[src/rtl/uart_pkg.sv]
// Shared UART definitions: receiver FSM encoding, default bit timing and frame geometry.
package uart_pkg;

    localparam logic [1:0] IDLE  = 2'd0;
    localparam logic [1:0] START = 2'd1;
    localparam logic [1:0] DATA  = 2'd2;
    localparam logic [1:0] STOP  = 2'd3;

    typedef enum logic [1:0] {
        StIdle  = IDLE,
        StStart = START,
        StData  = DATA,
        StStop  = STOP
    } uart_state_e;

    // 50 MHz / 115200 baud; the baud divider uses the same constant.
    localparam int unsigned DEFAULT_CLKS_PER_BIT = 434;
    localparam int unsigned DEFAULT_DATA_BITS    = 8;

    function automatic int unsigned frame_bits(input int unsigned data_bits);
        return data_bits + 2;
    endfunction

    localparam int unsigned FRAME_BITS = frame_bits(DEFAULT_DATA_BITS);

endpackage

[src/rtl/sync_2ff.sv]
// Two-flop synchroniser for asynchronous single-bit inputs, with a selectable reset value.
module sync_2ff #(
    parameter logic RESET_VAL = 1'b1
) (
    input  logic clk,
    input  logic rst,
    input  logic d,
    output logic q
);

    logic meta;

    always_ff @(posedge clk) begin
        if (rst) begin
            meta <= RESET_VAL;
            q    <= RESET_VAL;
        end else begin
            meta <= d;
            q    <= meta;
        end
    end

endmodule

[src/rtl/uart_rx.sv]
// 8N1-style UART receiver: oversampled by an internal bit-period counter, mid-bit sampling,
// one-cycle valid / frame-error strobes.
module uart_rx
    import uart_pkg::*;
#(
    parameter int unsigned CLKS_PER_BIT = DEFAULT_CLKS_PER_BIT,
    parameter int unsigned DATA_BITS    = DEFAULT_DATA_BITS
) (
    input  logic                 i_clk,
    input  logic                 i_rst,
    input  logic                 i_enable,
    input  logic                 i_rx,
    output logic [DATA_BITS-1:0] o_data,
    output logic                 o_valid,
    output logic                 o_frame_err,
    output logic                 o_busy
);

    localparam int unsigned HALF  = CLKS_PER_BIT / 2;
    localparam int unsigned CNT_W = $clog2(CLKS_PER_BIT);
    localparam int unsigned BIT_W = $clog2(DATA_BITS);

    localparam logic [CNT_W-1:0] HALF_LAST = CNT_W'(HALF - 1);
    localparam logic [CNT_W-1:0] FULL_LAST = CNT_W'(CLKS_PER_BIT - 1);
    localparam logic [BIT_W-1:0] LAST_BIT  = BIT_W'(DATA_BITS - 1);

    uart_state_e          state_q;
    logic [CNT_W-1:0]     cnt_q;
    logic [BIT_W-1:0]     bit_idx_q;
    logic [DATA_BITS-1:0] shift_q;
    logic [1:0]           settle_q;
    logic                 rx_s;
    logic                 rx_d;
    logic                 start_edge;

    sync_2ff #(
        .RESET_VAL(1'b1)
    ) u_sync (
        .clk(i_clk),
        .rst(i_rst),
        .d  (i_rx),
        .q  (rx_s)
    );

    // rx_d stays low until rx_s carries the real line rather than the synchroniser's reset
    // value, so a line held low across reset never looks like a falling edge.
    assign start_edge = rx_d & ~rx_s;

    always_ff @(posedge i_clk) begin
        if (i_rst) begin
            state_q     <= StIdle;
            cnt_q       <= '0;
            bit_idx_q   <= '0;
            shift_q     <= '0;
            settle_q    <= '0;
            rx_d        <= 1'b0;
            o_data      <= '0;
            o_valid     <= 1'b0;
            o_frame_err <= 1'b0;
            o_busy      <= 1'b0;
        end else begin
            settle_q    <= {settle_q[0], 1'b1};
            rx_d        <= settle_q[1] & rx_s;
            o_valid     <= 1'b0;
            o_frame_err <= 1'b0;

            if (!i_enable) begin
                state_q   <= StIdle;
                cnt_q     <= '0;
                bit_idx_q <= '0;
                o_busy    <= 1'b0;
            end else begin
                unique case (state_q)
                    StIdle: begin
                        if (start_edge) begin
                            state_q <= StStart;
                            cnt_q   <= '0;
                            o_busy  <= 1'b1;
                        end
                    end
                    StStart: begin
                        if (cnt_q == HALF_LAST) begin
                            cnt_q <= '0;
                            if (!rx_s) begin
                                state_q   <= StData;
                                bit_idx_q <= '0;
                            end else begin
                                state_q <= StIdle;
                                o_busy  <= 1'b0;
                            end
                        end else begin
                            cnt_q <= cnt_q + CNT_W'(1);
                        end
                    end
                    StData: begin
                        if (cnt_q == FULL_LAST) begin
                            cnt_q   <= '0;
                            shift_q <= {rx_s, shift_q[DATA_BITS-1:1]};
                            if (bit_idx_q == LAST_BIT) begin
                                state_q <= StStop;
                            end else begin
                                bit_idx_q <= bit_idx_q + BIT_W'(1);
                            end
                        end else begin
                            cnt_q <= cnt_q + CNT_W'(1);
                        end
                    end
                    StStop: begin
                        if (cnt_q == FULL_LAST) begin
                            // Leave at mid-stop so a start bit right after it is still caught.
                            cnt_q   <= '0;
                            state_q <= StIdle;
                            o_busy  <= 1'b0;
                            if (rx_s) begin
                                o_data  <= shift_q;
                                o_valid <= 1'b1;
                            end else begin
                                o_frame_err <= 1'b1;
                            end
                        end else begin
                            cnt_q <= cnt_q + CNT_W'(1);
                        end
                    end
                    default: state_q <= StIdle;
                endcase
            end
        end
    end

endmodule
[config.mk]
export PLATFORM = sky130hd
export DESIGN_NAME = uart_rx
export DESIGN_NICKNAME = d
export VERILOG_FILES = /design/src/rtl/uart_pkg.sv /design/src/rtl/sync_2ff.sv /design/src/rtl/uart_rx.sv
export SDC_FILE = /design/constraint.sdc
export NUM_CORES = 1
export LEC_CHECK = 0
export CAP_MARGIN = 0
export CORE_ASPECT_RATIO = 0.8
export CORE_MARGIN = 2
export CORE_UTILIZATION = 59
export CTS_BUF_LIST = sky130_fd_sc_hd__clkbuf_2
export CTS_CLUSTER_SIZE = 25
export DETAILED_ROUTE_END_ITERATION = 10
export PLACE_DENSITY = 0.89
export SLEW_MARGIN = 20
export SYNTH_ARGS = -nofsm -noshare
export SYNTH_HDL_FRONTEND = slang
export SYNTH_SLANG_ARGS = --single-unit
[constraint.sdc]
create_clock -name i_clk -period 2.5 [get_ports i_clk]
set_input_delay 0.5 -clock i_clk [delete_from_list [all_inputs] [get_ports i_clk]]
set_output_delay 0.5 -clock i_clk [all_outputs]
set_load 0.05 [all_outputs]
==> metrics.md <==
| Metric | Value |
|---|---|
| Hold Violations, Final | `0` |
| Rel. slew slack | `51.2%` |
| Worst path max stage delay | `0.82 ns` |
| Largest net degree at the start of global routing | `20` |
| Leak | `0.832 nW` |
| Hold path cells | `1` |
| Vias in the first global route | `1323` |
| Required @ worst endpoint | `2.00 ns` |
| Crit end category | `output port` |
| Layout cell share with drive strength beyond 1 | `8.63%` |
| Global route overflow | `0` |
| Sequential Power Share | `68.1%` |
| Die Y | `52.0 um` |
| Initial core utilization | `62.0%` |
| Type of the worst setup path | `reg -> out` |
| Core area | `2740 um^2` |
| Tmin final | `2.13 ns` |
| Max IR drop VDD | `319 uV` |
| CTS Buf Count | `5` |
| Mapped Avg Cell Area | `9.24 um^2` |
| Clock Skew | `0.00724 ns` |
| Distinct cells, synth | `38` |
| Clock root buffer | `clkbuf_2` |
| Worst EP arrival | `1.63 ns` |
| Top fanout value on the critical path | `3` |
| FF+latch count, synth | `38` |
| H-Tree Depth | `2` |
| Min-delay worst type | `reg -> reg` |
| Fin. max-slew vios | `0` |
| Clk pwr share | `29.3%` |
| Crit start category | `flop` |
| Filler cells | `198` |
| Area post-placement | `1850 um^2` |
| Die X-Extent | `64.0 um` |
| CTS Buffer Depth | `2` |
| Comb pwr share | `2.6%` |
| Failing checks | `DRC` |
| Total power | `0.900 mW` |
| DR vias/cell | `5.89` |
| RePlAce Congestion | `0.795` |
| Net switching power | `0.212 mW` |
| Wire per inst | `14.9 um` |
| Nets@finish | `205` |
| Initial antenna violation count | `0` |
| Synth Instances | `184` |
| Post-DP HPWL | `2.52 mm` |
| CTS tree | `yes` |
| CTS resizes | `0` |
| Syn_nets | `193` |
| CP Buf/Inv Count | `1` |
| CTS Hold Bufs | `0` |
| Pwr Density | `476 nW/um^2` |
| Pint | `0.688 mW` |
| IO Count | `15` |
| CP top delay family | `buffers and inverters` |
| First-pass GRT wire length | `5.91 mm` |
| RSZ-0062 raised after global routing | `no` |
| Async SR Flop Fraction | `0%` |
| Inserted Diodes | `0` |
| Switching share of power | `23.6%` |
| Status | `complete, but fails checks` |
| Tightest Pin Transition | `0.730 ns` |
| R2R cell count | `6` |
| Cell row count | `17` |
| Post-CTS setup buffer count | `0` |
| Synthesized cell area | `1700 um^2` |
| Final TNS setup | `0 ns` |
| Fin area | `1890 um^2` |
| Vias | `1384` |
| Detailed Route Iter0 Violations | `62` |
| Number of port buffers | `14` |
| Yosys warns | `0` |
| # DRC | `1` |
| Fin util | `68.9%` |
| Post-Route WL | `3.51 mm` |
| Full die area | `3330 um^2` |
| Layout area overhead | `11.2%` |
| Post-synth top flop | `dfxtp_1` |
| Sequential element share of the synthesized area | `44.7%` |
| Routed Antenna Nets | `0` |
| CP max-delay cell | `clkdlybuf4s50_1` |
| FMAX | `470 MHz` |
| Clk sinks | `38` |
| Stages on worst setup path | `1` |
| Worst-Skew Late Latency | `0.40 ns` |
| Setup WS post-layout | `0.372 ns` |
| Pre-CTS WS | `0.225 ns` |
| Tcrit/Tclk final | `85.1%` |
| Count of flip-flops with a built-in enable after synthesis | `0` |
| Setup Viol. Count Final | `0` |
| Crit-path cells | `clkdlybuf4s50_1` |
| CTS clk-pin slew, worst paths | `0.18 ns` |
| GRT Resource Usage Total | `23.8%` |
| Max-cap violations | `0` |
| DRT Pass-1 Iters | `7` |
-- cells in the final DEF, fill, tap and decap left out, types with 6 or more instances in the layout --
cell type	synthesis	layout
nand3_1	7	7
clkbuf_2	0	6
nand2_1	18	18
dfxtp_1	38	38
a21oi_1	12	12
nor2_1	20	20
mux2i_1	16	16
inv_1	7	7
clkdlybuf4s50_1	0	14
-- kinds of logic after synthesis --
family	after synthesis	share of synthesized area (%)
simple gates	71	23.7
flops	38	44.7
compound gates	37	14.1
buf+inv	17	4.41
mux	16	9.42
fa+ha+maj	5	3.68
-- flip-flops by register name (all words and copies together) (netlist names), named ones only --
name	count
bit_idx_q	3
cnt_q	9
o_busy	1
o_data	8
o_frame_err	1
o_valid	1
rx_d	1
settle_q	2
shift_q	8
state_q	1
u_sync.meta	1
u_sync.q	1
-- final cells by class --
| cell class | count | area (um^2) | area share [%] |
|---|---|---|---|
| Clock buffer | 6 | 30.0 | 1.59 |
| Multi-Input combinational cell | 129 | 870 | 46.0 |
| Tap cell | 38 | 47.5 | 2.51 |
| Clock inverter | 2 | 8.76 | 0.463 |
| Inverter | 7 | 26.3 | 1.39 |
| Sequential cell | 38 | 761 | 40.2 |
| Timing Repair Buffer | 15 | 148 | 7.81 |
-- power by group through the flow --
stage / Clock [mW] / Combinational, mW / Sequential (mW)
3_5_place_dp: 0 / 0.0227 / 0.625
5_1_grt: 0.292 / 0.0253 / 0.614
6_report: 0.264 / 0.0232 / 0.613
2_1_floorplan: 0 / 0.0131 / 0.625
4_1_cts: 0.263 / 0.0229 / 0.613
3_3_place_gp: 0 / 0.0220 / 0.625
-- synth_stat cells, types with 2 or more instances --
library cell | number | area (um^2)
nor4_1 | 4 | 25.0
nand3_1 | 7 | 35.0
or2_2 | 3 | 18.8
clkbuf_1 | 6 | 22.5
buf_2 | 3 | 15.0
o21ai_0 | 4 | 20.0
nor3_1 | 2 | 10.0
dfxtp_1 | 38 | 761
or4b_1 | 2 | 20.0
a21oi_1 | 12 | 60.1
and3_1 | 2 | 12.5
ha_1 | 5 | 62.6
nand4_2 | 2 | 25.0
o21a_1 | 2 | 15.0
and4_1 | 2 | 17.5
nor2b_1 | 3 | 18.8
o22ai_1 | 5 | 31.3
mux2i_1 | 16 | 160
o31a_1 | 2 | 17.5
nand2_1 | 18 | 67.6
o211ai_1 | 3 | 22.5
a31oi_1 | 2 | 12.5
inv_1 | 7 | 26.3
nor2_1 | 20 | 75.1
-- per-stage QoR --
stage                     hold slack [ns]  cells
after CTS                           0.442    235
after detailed placement            0.402    227
final                               0.447    235
after global routing                0.456    235
after floorplan                     0.389    184
after global placement              0.399    227
-- metal layers --
layer	share of wire, %	global-route usage (%)	vias up
met5	0	0	-
met4	3.1	12.0	0
met3	4.5	6.28	15
met2	49	42.9	53
met1	43	26.0	640
li1	-	-	676
-- path summary, 6_finish.rpt --
check,startpoint,to,slack (ns)
setup / recovery,o_busy,o_busy,0.37
setup reg to reg,cnt_q[1],cnt_q[4],0.46
hold / removal,u_sync.meta,u_sync.q,0.45
hold reg to reg,u_sync.meta,u_sync.q,0.45
No activity file was read; power rests on OpenSTA's default activity.
